## src/rtl/decode_elastic_preg_if.sv

```systemverilog
// Handshake and payload bundle between decode, the elastic decode register and execute.
// slave: the register itself; master: the decode/execute side driving it.
interface decode_elastic_preg_if #(
    parameter int ADDR_WIDTH = 64,
    parameter int DATA_WIDTH = 64,
    parameter int REG_ADDR_W = 5,
    parameter int CTRL_W     = 24,
    parameter int DEPTH      = 2
);
    localparam int CNT_W = $clog2(DEPTH) + 1;

    logic                  i_valid;
    logic                  o_ready;
    logic [CTRL_W-1:0]     i_ctrl;
    logic                  i_reg_we;
    logic                  i_load_instr;
    logic [ADDR_WIDTH-1:0] i_pc;
    logic [ADDR_WIDTH-1:0] i_pc_plus4;
    logic [DATA_WIDTH-1:0] i_imm_ext;
    logic [DATA_WIDTH-1:0] i_rs1_data;
    logic [DATA_WIDTH-1:0] i_rs2_data;
    logic [REG_ADDR_W-1:0] i_rs1_addr;
    logic [REG_ADDR_W-1:0] i_rs2_addr;
    logic [REG_ADDR_W-1:0] i_rd_addr;

    logic                  o_valid;
    logic                  i_ready;
    logic [CTRL_W-1:0]     o_ctrl;
    logic                  o_reg_we;
    logic                  o_load_instr;
    logic [ADDR_WIDTH-1:0] o_pc;
    logic [ADDR_WIDTH-1:0] o_pc_plus4;
    logic [DATA_WIDTH-1:0] o_imm_ext;
    logic [DATA_WIDTH-1:0] o_rs1_data;
    logic [DATA_WIDTH-1:0] o_rs2_data;
    logic [REG_ADDR_W-1:0] o_rs1_addr;
    logic [REG_ADDR_W-1:0] o_rs2_addr;
    logic [REG_ADDR_W-1:0] o_rd_addr;
    logic [CNT_W-1:0]      o_count;
    logic                  o_load_use_hazard;

    modport slave (
        input  i_valid, i_ctrl, i_reg_we, i_load_instr, i_pc, i_pc_plus4, i_imm_ext,
               i_rs1_data, i_rs2_data, i_rs1_addr, i_rs2_addr, i_rd_addr, i_ready,
        output o_ready, o_valid, o_ctrl, o_reg_we, o_load_instr, o_pc, o_pc_plus4,
               o_imm_ext, o_rs1_data, o_rs2_data, o_rs1_addr, o_rs2_addr, o_rd_addr,
               o_count, o_load_use_hazard
    );

    modport master (
        output i_valid, i_ctrl, i_reg_we, i_load_instr, i_pc, i_pc_plus4, i_imm_ext,
               i_rs1_data, i_rs2_data, i_rs1_addr, i_rs2_addr, i_rd_addr, i_ready,
        input  o_ready, o_valid, o_ctrl, o_reg_we, o_load_instr, o_pc, o_pc_plus4,
               o_imm_ext, o_rs1_data, o_rs2_data, o_rs1_addr, o_rs2_addr, o_rd_addr,
               o_count, o_load_use_hazard
    );
endinterface

```

## src/rtl/decode_elastic_preg.sv

```systemverilog
// Elastic decode-to-execute register: DEPTH-entry circular queue with flush and x0 write gating.
// Latency: entry pushed at edge N is presented at the head right after edge N; 1 entry/cycle.
// Backpressure: o_ready = not full, from registered state only; macro DECODE_PREG_HAZARD_EN adds load-use hazard flag.
module decode_elastic_preg #(
    parameter int ADDR_WIDTH = 64,
    parameter int DATA_WIDTH = 64,
    parameter int REG_ADDR_W = 5,
    parameter int CTRL_W     = 24,
    parameter int DEPTH      = 2
) (
    input  logic i_clk,
    input  logic i_arst,
    input  logic i_flush,
    decode_elastic_preg_if.slave bus
);
    localparam int PTR_W = $clog2(DEPTH);
    localparam int CNT_W = PTR_W + 1;

    typedef struct packed {
        logic [CTRL_W-1:0]     ctrl;
        logic                  reg_we;
        logic                  load_instr;
        logic [ADDR_WIDTH-1:0] pc;
        logic [ADDR_WIDTH-1:0] pc_plus4;
        logic [DATA_WIDTH-1:0] imm_ext;
        logic [DATA_WIDTH-1:0] rs1_data;
        logic [DATA_WIDTH-1:0] rs2_data;
        logic [REG_ADDR_W-1:0] rs1_addr;
        logic [REG_ADDR_W-1:0] rs2_addr;
        logic [REG_ADDR_W-1:0] rd_addr;
    } entry_t;

    entry_t            mem_q [DEPTH];
    logic [PTR_W-1:0]  wrptr_q, wrptr_d;
    logic [PTR_W-1:0]  rdptr_q, rdptr_d;
    logic [CNT_W-1:0]  count_q, count_d;

    logic   full, empty, push, pop, wr_en;
    entry_t wr_entry, head;

    assign full  = (count_q == CNT_W'(DEPTH));
    assign empty = (count_q == '0);
    assign push  = bus.i_valid & ~full;
    assign pop   = ~empty & bus.i_ready;

    always_comb begin
        wr_entry            = '0;
        wr_entry.ctrl       = bus.i_ctrl;
        wr_entry.reg_we     = bus.i_reg_we & (bus.i_rd_addr != '0);
        wr_entry.load_instr = bus.i_load_instr;
        wr_entry.pc         = bus.i_pc;
        wr_entry.pc_plus4   = bus.i_pc_plus4;
        wr_entry.imm_ext    = bus.i_imm_ext;
        wr_entry.rs1_data   = bus.i_rs1_data;
        wr_entry.rs2_data   = bus.i_rs2_data;
        wr_entry.rs1_addr   = bus.i_rs1_addr;
        wr_entry.rs2_addr   = bus.i_rs2_addr;
        wr_entry.rd_addr    = bus.i_rd_addr;
    end

    // Flush wins over any push or pop in the same cycle.
    always_comb begin
        wrptr_d = wrptr_q;
        rdptr_d = rdptr_q;
        count_d = count_q;
        wr_en   = 1'b0;
        if (i_flush) begin
            wrptr_d = '0;
            rdptr_d = '0;
            count_d = '0;
        end else begin
            wr_en = push;
            if (push) begin
                wrptr_d = wrptr_q + PTR_W'(1);
            end
            if (pop) begin
                rdptr_d = rdptr_q + PTR_W'(1);
            end
            case ({push, pop})
                2'b10:   count_d = count_q + CNT_W'(1);
                2'b01:   count_d = count_q - CNT_W'(1);
                default: count_d = count_q;
            endcase
        end
    end

    always_ff @(posedge i_clk) begin
        if (i_arst) begin
            wrptr_q <= '0;
            rdptr_q <= '0;
            count_q <= '0;
        end else begin
            wrptr_q <= wrptr_d;
            rdptr_q <= rdptr_d;
            count_q <= count_d;
        end
    end

    // Payload needs no reset: every output is masked while the queue is empty.
    always_ff @(posedge i_clk) begin
        if (wr_en && !i_arst) begin
            mem_q[wrptr_q] <= wr_entry;
        end
    end

    assign head = empty ? '0 : mem_q[rdptr_q];

    assign bus.o_ready      = ~full;
    assign bus.o_valid      = ~empty;
    assign bus.o_count      = count_q;
    assign bus.o_ctrl       = head.ctrl;
    assign bus.o_reg_we     = head.reg_we;
    assign bus.o_load_instr = head.load_instr;
    assign bus.o_pc         = head.pc;
    assign bus.o_pc_plus4   = head.pc_plus4;
    assign bus.o_imm_ext    = head.imm_ext;
    assign bus.o_rs1_data   = head.rs1_data;
    assign bus.o_rs2_data   = head.rs2_data;
    assign bus.o_rs1_addr   = head.rs1_addr;
    assign bus.o_rs2_addr   = head.rs2_addr;
    assign bus.o_rd_addr    = head.rd_addr;

`ifdef DECODE_PREG_HAZARD_EN
    logic             hazard;
    logic [PTR_W-1:0] slot_dist;

    // A physical slot is live when its distance from the read pointer is below the occupancy.
    always_comb begin
        hazard    = 1'b0;
        slot_dist = '0;
        for (int j = 0; j < DEPTH; j++) begin
            slot_dist = PTR_W'(j) - rdptr_q;
            if (({1'b0, slot_dist} < count_q) && mem_q[j].load_instr && mem_q[j].reg_we &&
                ((mem_q[j].rd_addr == bus.i_rs1_addr) || (mem_q[j].rd_addr == bus.i_rs2_addr))) begin
                hazard = 1'b1;
            end
        end
    end

    assign bus.o_load_use_hazard = bus.i_valid & hazard;
`else
    assign bus.o_load_use_hazard = 1'b0;
`endif

endmodule

```

## src/flat_wrapper.sv

```systemverilog
// flat-port wrapper written by rule: the top's interface ports become plain ports
module decode_elastic_preg_flat 
#(
    parameter int ADDR_WIDTH = 64,
    parameter int DATA_WIDTH = 64,
    parameter int REG_ADDR_W = 5,
    parameter int CTRL_W     = 24,
    parameter int DEPTH      = 2
)
  (i_clk, i_arst, i_flush, bus_i_valid, bus_i_ctrl, bus_i_reg_we, bus_i_load_instr, bus_i_pc, bus_i_pc_plus4, bus_i_imm_ext, bus_i_rs1_data, bus_i_rs2_data, bus_i_rs1_addr, bus_i_rs2_addr, bus_i_rd_addr, bus_i_ready, bus_o_ready, bus_o_valid, bus_o_ctrl, bus_o_reg_we, bus_o_load_instr, bus_o_pc, bus_o_pc_plus4, bus_o_imm_ext, bus_o_rs1_data, bus_o_rs2_data, bus_o_rs1_addr, bus_o_rs2_addr, bus_o_rd_addr, bus_o_count, bus_o_load_use_hazard);
  decode_elastic_preg_if #(.ADDR_WIDTH(ADDR_WIDTH), .DATA_WIDTH(DATA_WIDTH), .REG_ADDR_W(REG_ADDR_W), .CTRL_W(CTRL_W), .DEPTH(DEPTH)) bus_i ();
  input  logic i_clk;
  input  logic i_arst;
  input  logic i_flush;
  input wire logic [$bits(bus_i.i_valid)-1:0] bus_i_valid;
  input wire logic [$bits(bus_i.i_ctrl)-1:0] bus_i_ctrl;
  input wire logic [$bits(bus_i.i_reg_we)-1:0] bus_i_reg_we;
  input wire logic [$bits(bus_i.i_load_instr)-1:0] bus_i_load_instr;
  input wire logic [$bits(bus_i.i_pc)-1:0] bus_i_pc;
  input wire logic [$bits(bus_i.i_pc_plus4)-1:0] bus_i_pc_plus4;
  input wire logic [$bits(bus_i.i_imm_ext)-1:0] bus_i_imm_ext;
  input wire logic [$bits(bus_i.i_rs1_data)-1:0] bus_i_rs1_data;
  input wire logic [$bits(bus_i.i_rs2_data)-1:0] bus_i_rs2_data;
  input wire logic [$bits(bus_i.i_rs1_addr)-1:0] bus_i_rs1_addr;
  input wire logic [$bits(bus_i.i_rs2_addr)-1:0] bus_i_rs2_addr;
  input wire logic [$bits(bus_i.i_rd_addr)-1:0] bus_i_rd_addr;
  input wire logic [$bits(bus_i.i_ready)-1:0] bus_i_ready;
  output wire logic [$bits(bus_i.o_ready)-1:0] bus_o_ready;
  output wire logic [$bits(bus_i.o_valid)-1:0] bus_o_valid;
  output wire logic [$bits(bus_i.o_ctrl)-1:0] bus_o_ctrl;
  output wire logic [$bits(bus_i.o_reg_we)-1:0] bus_o_reg_we;
  output wire logic [$bits(bus_i.o_load_instr)-1:0] bus_o_load_instr;
  output wire logic [$bits(bus_i.o_pc)-1:0] bus_o_pc;
  output wire logic [$bits(bus_i.o_pc_plus4)-1:0] bus_o_pc_plus4;
  output wire logic [$bits(bus_i.o_imm_ext)-1:0] bus_o_imm_ext;
  output wire logic [$bits(bus_i.o_rs1_data)-1:0] bus_o_rs1_data;
  output wire logic [$bits(bus_i.o_rs2_data)-1:0] bus_o_rs2_data;
  output wire logic [$bits(bus_i.o_rs1_addr)-1:0] bus_o_rs1_addr;
  output wire logic [$bits(bus_i.o_rs2_addr)-1:0] bus_o_rs2_addr;
  output wire logic [$bits(bus_i.o_rd_addr)-1:0] bus_o_rd_addr;
  output wire logic [$bits(bus_i.o_count)-1:0] bus_o_count;
  output wire logic [$bits(bus_i.o_load_use_hazard)-1:0] bus_o_load_use_hazard;
  assign bus_i.i_valid = bus_i_valid;
  assign bus_i.i_ctrl = bus_i_ctrl;
  assign bus_i.i_reg_we = bus_i_reg_we;
  assign bus_i.i_load_instr = bus_i_load_instr;
  assign bus_i.i_pc = bus_i_pc;
  assign bus_i.i_pc_plus4 = bus_i_pc_plus4;
  assign bus_i.i_imm_ext = bus_i_imm_ext;
  assign bus_i.i_rs1_data = bus_i_rs1_data;
  assign bus_i.i_rs2_data = bus_i_rs2_data;
  assign bus_i.i_rs1_addr = bus_i_rs1_addr;
  assign bus_i.i_rs2_addr = bus_i_rs2_addr;
  assign bus_i.i_rd_addr = bus_i_rd_addr;
  assign bus_i.i_ready = bus_i_ready;
  assign bus_o_ready = bus_i.o_ready;
  assign bus_o_valid = bus_i.o_valid;
  assign bus_o_ctrl = bus_i.o_ctrl;
  assign bus_o_reg_we = bus_i.o_reg_we;
  assign bus_o_load_instr = bus_i.o_load_instr;
  assign bus_o_pc = bus_i.o_pc;
  assign bus_o_pc_plus4 = bus_i.o_pc_plus4;
  assign bus_o_imm_ext = bus_i.o_imm_ext;
  assign bus_o_rs1_data = bus_i.o_rs1_data;
  assign bus_o_rs2_data = bus_i.o_rs2_data;
  assign bus_o_rs1_addr = bus_i.o_rs1_addr;
  assign bus_o_rs2_addr = bus_i.o_rs2_addr;
  assign bus_o_rd_addr = bus_i.o_rd_addr;
  assign bus_o_count = bus_i.o_count;
  assign bus_o_load_use_hazard = bus_i.o_load_use_hazard;
  decode_elastic_preg #(.ADDR_WIDTH(ADDR_WIDTH), .DATA_WIDTH(DATA_WIDTH), .REG_ADDR_W(REG_ADDR_W), .CTRL_W(CTRL_W), .DEPTH(DEPTH)) u_core (.i_clk(i_clk), .i_arst(i_arst), .i_flush(i_flush), .bus(bus_i));
endmodule
```

## config.mk

```make
export PLATFORM = sky130hd
export DESIGN_NAME = decode_elastic_preg_flat
export DESIGN_NICKNAME = d
export VERILOG_FILES = /design/src/rtl/decode_elastic_preg_if.sv /design/src/rtl/decode_elastic_preg.sv /design/src/flat_wrapper.sv
export SDC_FILE = /design/constraint.sdc
export NUM_CORES = 1
export LEC_CHECK = 0
export ABC_AREA = 1
export CAP_MARGIN = 20
export CORE_AREA = 5 5 280 282
export CTS_BUF_LIST = sky130_fd_sc_hd__clkbuf_16
export DETAILED_ROUTE_END_ITERATION = 7
export DIE_AREA = 0 0 285 287
export PLACE_DENSITY_LB_ADDON = 0.08
export SETUP_SLACK_MARGIN = 0.05
export SYNTH_ARGS = -nofsm -noshare
export SYNTH_HDL_FRONTEND = slang
export SYNTH_SLANG_ARGS = --single-unit
```

## constraint.sdc

```tcl
create_clock -name i_clk -period 69.1 [get_ports i_clk]
set_input_delay 13.82 -clock i_clk [delete_from_list [all_inputs] [get_ports i_clk]]
set_output_delay 13.82 -clock i_clk [all_outputs]
set_load 0.01 [all_outputs]
```

# Word level (Yosys, flattened, before mapping)

Memory sizes are Yosys's and may differ from the RTL's. A register that Yosys moved wholly into a read port is not among the register bits.
Index checks and enable logic that the tools add are counted.

Muxes and demuxes: 7
Magnitude comparators: 0
Add/sub/neg operators: 4
Bitwise operators: 5
Reductions and logical operators: 6
$mul: 0
Equality and inequality tests: 3
Divide/modulo/power cells: 0
Shift operators: 0

Operator list:

| cell                  | count |
|---|---|
| $mux W361             | 1 |
| $mux W1               | 5 |
| $reduce_bool A5 Y1    | 1 |
| $eq A2 B2 Y1 const B  | 2 |
| $pmux W2 S2           | 1 |
| $and A1 B1 Y1         | 3 |
| $add A1 B1 Y1 const B | 2 |
| $add A2 B1 Y2 const B | 1 |
| $eq A2 B1 Y1 const B  | 1 |
| $logic_not A2 Y1      | 1 |
| $not A1 Y1            | 2 |
| $reduce_bool A2 Y1    | 1 |
| $reduce_or A2 Y1      | 1 |
| $sub A2 B1 Y2 const B | 1 |
| $logic_and A1 B1 Y1   | 1 |
| $logic_not A1 Y1      | 1 |

Input port bits: 366
Register bits: 4
Output and inout port bits: 366
Bits in latches: 0
Bits in read-only memories: 0
Word-level logic and storage cells: 29
Memories kept: 1
RAM bits: 722

Memories:

| name         | depth | width | rd ports | clocked after memory_dff | wr ports | line                      | RTL |
|---|---|---|---|---|---|---|---|
| u_core.mem_q | 2     | 361   | 1        | 1                        | 1        | decode_elastic_preg.sv:33 | `entry_t mem_q [DEPTH];` |

# Depth between registers and ports, before layout

Word-level depth: 7
Depth in mapped cells: 9
Mapped depth without buffers: 9

# Worst setup path before layout

No wires, ideal clock.

Path kind: input-to-reg
From: input port i_flush
To: memory u_core.mem_q[1][0] (netlist name), enable pin
Stages on the path: 3
Arrival time: 38,451 ps
Data required time: 67,570 ps
Setup time: 1,530 ps
Path buffers: 0
Setup slack: 29,118 ps
Cells stage by stage: nor2_1 -> inv_1 -> nor3_1

Longest elaborated chain between the ends: 4

Ends and longest elaborated chain:

| item                          | line                       | RTL |
|---|---|---|
| start: declaration            | flat_wrapper.sv:14         | `input logic i_flush;` |
| $mux W1                       | decode_elastic_preg.sv:67  | `if (i_flush) begin` |
| $logic_and A1 B1 Y1           | decode_elastic_preg.sv:101 | `if (wr_en && !i_arst) begin` |
| $mux W1                       | decode_elastic_preg.sv:101 |  |
| $mux W1 (not written as such) | decode_elastic_preg.sv:102 | `mem_q[wrptr_q] <= wr_entry;` |
| end: declaration              | decode_elastic_preg.sv:33  |  |

Every way passes these cells.

==> results.md <==
- Fin Clk Skew: 21.7 ps
- Post-Syn Instances: 1971
- RSZ-0062 raised after global routing: false
- Reg-to-reg slack, setup: 65020 ps
- CTS sink cnt: 727
- CTS max path bufs: 3
- Minimum clock period: 18210 ps
- Slew margin rel.: -0.0362
- Critical R2R Launch: u_core.bus.o_count[0]
- Met1 GRT Util: 0.223
- Fin crit share: 0.264
- Initial antenna violation count: 29
- Setup WS pre-CTS: 50750 ps
- Area Growth Syn to Fin: 38.5%
- Crit Path Class: flip-flop to output port
- Vias in the first global route: 17900
- Worst reg2reg path endpoint: u_core.mem_q[0][177]
- Final instance area: 37800 um^2
- Most common cell in the synthesized netlist: nand2_1
- Mux contribution to synthesized area: 0
- CTS Buf Count: 80
- WL final: 84500 um
- Max Fclk: 54.9 MHz
- Crit-path max FO: 225
- Final TNS setup: 0 ps
- Simple-gate portion of the synthesized area: 0.103
- Hold crit path type: flip-flop to flip-flop
- Max VDD drop: 16.1 uV
- CTS clk-pin slew, worst paths: 60 ps
- Async SR Flop Fraction: 0
- Cell Area, Synth: 27300 um^2
- Max-cap viol count: 0
- Congestion Overflow GR: 0
- Yosys top cell area share: 0.795
- PnR worst setup slack: 50890 ps
- Sequential area share after synthesis: 0.799
- First-pass GRT wire length: 120000 um
- Final hold vios: 0
- Initial Util: 0.361
- Crit-path max cell delay: 750 ps
- Hold Path End: u_core.wrptr_q
- Detailed placement HPWL: 55300 um
- Largest family of logic cells by synthesized area: simple AND/OR/NAND/NOR gates
- Core Area: 75400 um^2
- Data required time of the worst path: 55280 ps
- Hold path startpoint: u_core.wrptr_q
- H-tree depth: 3
- Die height: 287 um
- XOR/XNOR share of the synthesized area: 0
- Outcome: finished with violations
- Synth area leaders: edfxtp_1, nand2_1, a21oi_1
- LEAKAGE: 12.9 nW
- Cells on worst reg2reg path: 8
- CP cell instances: inv_8 -> buf_12 -> nand2_1 -> a21oi_1 -> clkdlybuf4s50_1
- Pin count of the biggest net entering global routing: 226
- Number of gates resized after cts: 0
- Actual slew at the worst max-slew pin: 1550 ps
- Failing checks: slew limit
- Clk Latency, worst-skew pair: 600 ps
- Finish-stage setup viols: 0
- Drt first-iter violations: 1123
- Setup bufs post-CTS: 0
- Synth Flop Type: edfxtp_1
- Gr usage total: 0.197
- Antenna Nets Post-Route: 0
- PD cells: 25.8 nW/um^2
- GR peak layer: met2
- CP max-delay cell: inv_8
- Ys Warns: 0
- Share of layout cells above drive strength 1: 0.0511
- Hold Path Stages: 2
- Dpl cell area: 35200 um^2
- Hold buffer count at CTS: 0
- Synth Register Bits: 727
- Yosys top cell by area: edfxtp_1
- CTS tree: yes
- CP Launch Type: flip-flop
- # IOs: 732
- Met3 Usage GRT: 0.0698
- Complex-gate fraction of the synthesized area: 0.0684
- Number of cell rows: 101
- First-pass iteration count of the detailed router: 5
- Horiz. Die Dim: 285 um
- Full die area: 81800 um^2
- Wirelength per Cell: 22.6 um
- Met2 Use GR: 0.348
- Net count, final: 3050
- Number of synthesized flops with an enable pin: 722
- Port Buffers: 730
- Post-synth cell types: 18
- Cell family with most CP delay: buffers and inverters
- Buffers & Inverters on Critical Path: 3
- Global placer's final weighted congestion: 0.805
- Vias: 17900
- Most frequent cells after synthesis: nand2_1, edfxtp_1, a21oi_1, buf_2, buf_6
- CP Capture Type: output port
- CP arrival: 4390 ps
- Routed vias/inst: 4.79
- Final slew viol count: 64
- Mapped Avg Cell Area: 13.8 um^2
- Synthesized Nets: 2338
- DR DRC count: 0
- Clk root buf: clkbuf_16
- Adder-Cell Fraction of Synth Area: 0.000459
-- worst max-delay path by stage --
stage                               start  slack, ps                   end  cells past startpoint
floorplan                         i_flush      29120    u_core.mem_q[1][0]                      3
global placement                   i_arst      50820  u_core.mem_q[0][172]                      7
detailed placement                 i_arst      50750  u_core.mem_q[0][172]                      7
CTS                 u_core.bus.o_count[1]      50750     bus_o_imm_ext[51]                      5
global route                    flip-flop      50540     bus_o_imm_ext[51]                      5
finish                          flip-flop      50890     bus_o_imm_ext[26]                      5
-- where the power goes --
group	internal, W	switching [W]	total (W)
Combinational	0.0000406	0.0000393	0.0000799
Sequential	0.000495	0.00000225	0.000497
Clock	0.000231	0.000167	0.000398
Total	0.000766	0.000209	0.000975
-- stage by stage --
step | utilization | instances | hold slack [ps] | power [W]
final | 0.501 | 3739 | 494 | 0.000975
after global routing | 0.500 | 3731 | 546 | 0.00101
after CTS | 0.499 | 3718 | 496 | 0.000987
after detailed placement | 0.467 | 3577 | 482 | 0.000587
after global placement | 0.467 | 3577 | 485 | 0.000585
after floorplan | - | 1971 | 453 | 0.000538
-- worst register-to-register path, cell delays in order (launching register included) --
cell	delay (ps)
dfxtp_1	440
inv_1	120
nand2_1	100
nand2_1	160
nor2_4	530
buf_4	730
buf_4	810
buf_4	450
buf_16	360
-- final cells by class --
class	instances	area, um^2
Inverter	9	41.3
Tap cell	978	1220
Sequential cell	727	21800
Timing Repair Buffer	750	7530
Multi-Input combinational cell	1115	4710
Clock inverter	60	414
Fill cell	6535	37700
Antenna cell	19	47.5
Clock buffer	81	2030
-- state kept, by name (all words and copies together) (netlist names), named ones only --
signal              count
u_core.wrptr_q          1
u_core.mem_q          722
u_core.bus.o_count      2
u_core.rdptr_q          1
-- metal layers --
| layer | part of all wire | vias to the layer above |
|---|---|---|
| li1 | - | 8446 |
| met1 | 0.37 | 8780 |
| met2 | 0.52 | 529 |
| met3 | 0.082 | 125 |
| met4 | 0.027 | 22 |
| met5 | 0.0017 | - |
-- cell usage in the layout (no fill, tap or decap), drive strengths merged --
cell type      netlist  routed
nand4                1       1
o21ai                3       3
nand2              732     732
nand3                1       1
a21oi              362     362
clkinv               0      33
dfxtp                5       5
nor3                 1       1
edfxtp             722     722
buf                113      20
bufinv               0       5
inv                  9      31
clkdlybuf4s50        0     730
nor2                13      13
diode                0      19
ha                   1       1
conb                 1       1
clkbuf               7      81
-- cell families (layout without fill, tap and decap cells) --
family / Yosys count / after routing
other: 1 / 20
buffers and inverters: 129 / 900
AO/OA/AOI/OAI: 365 / 365
adder cells (fa/ha/maj): 1 / 1
flip-flops: 727 / 727
AND/OR/NAND/NOR: 748 / 748
No activity file was read; power rests on OpenSTA's default activity.
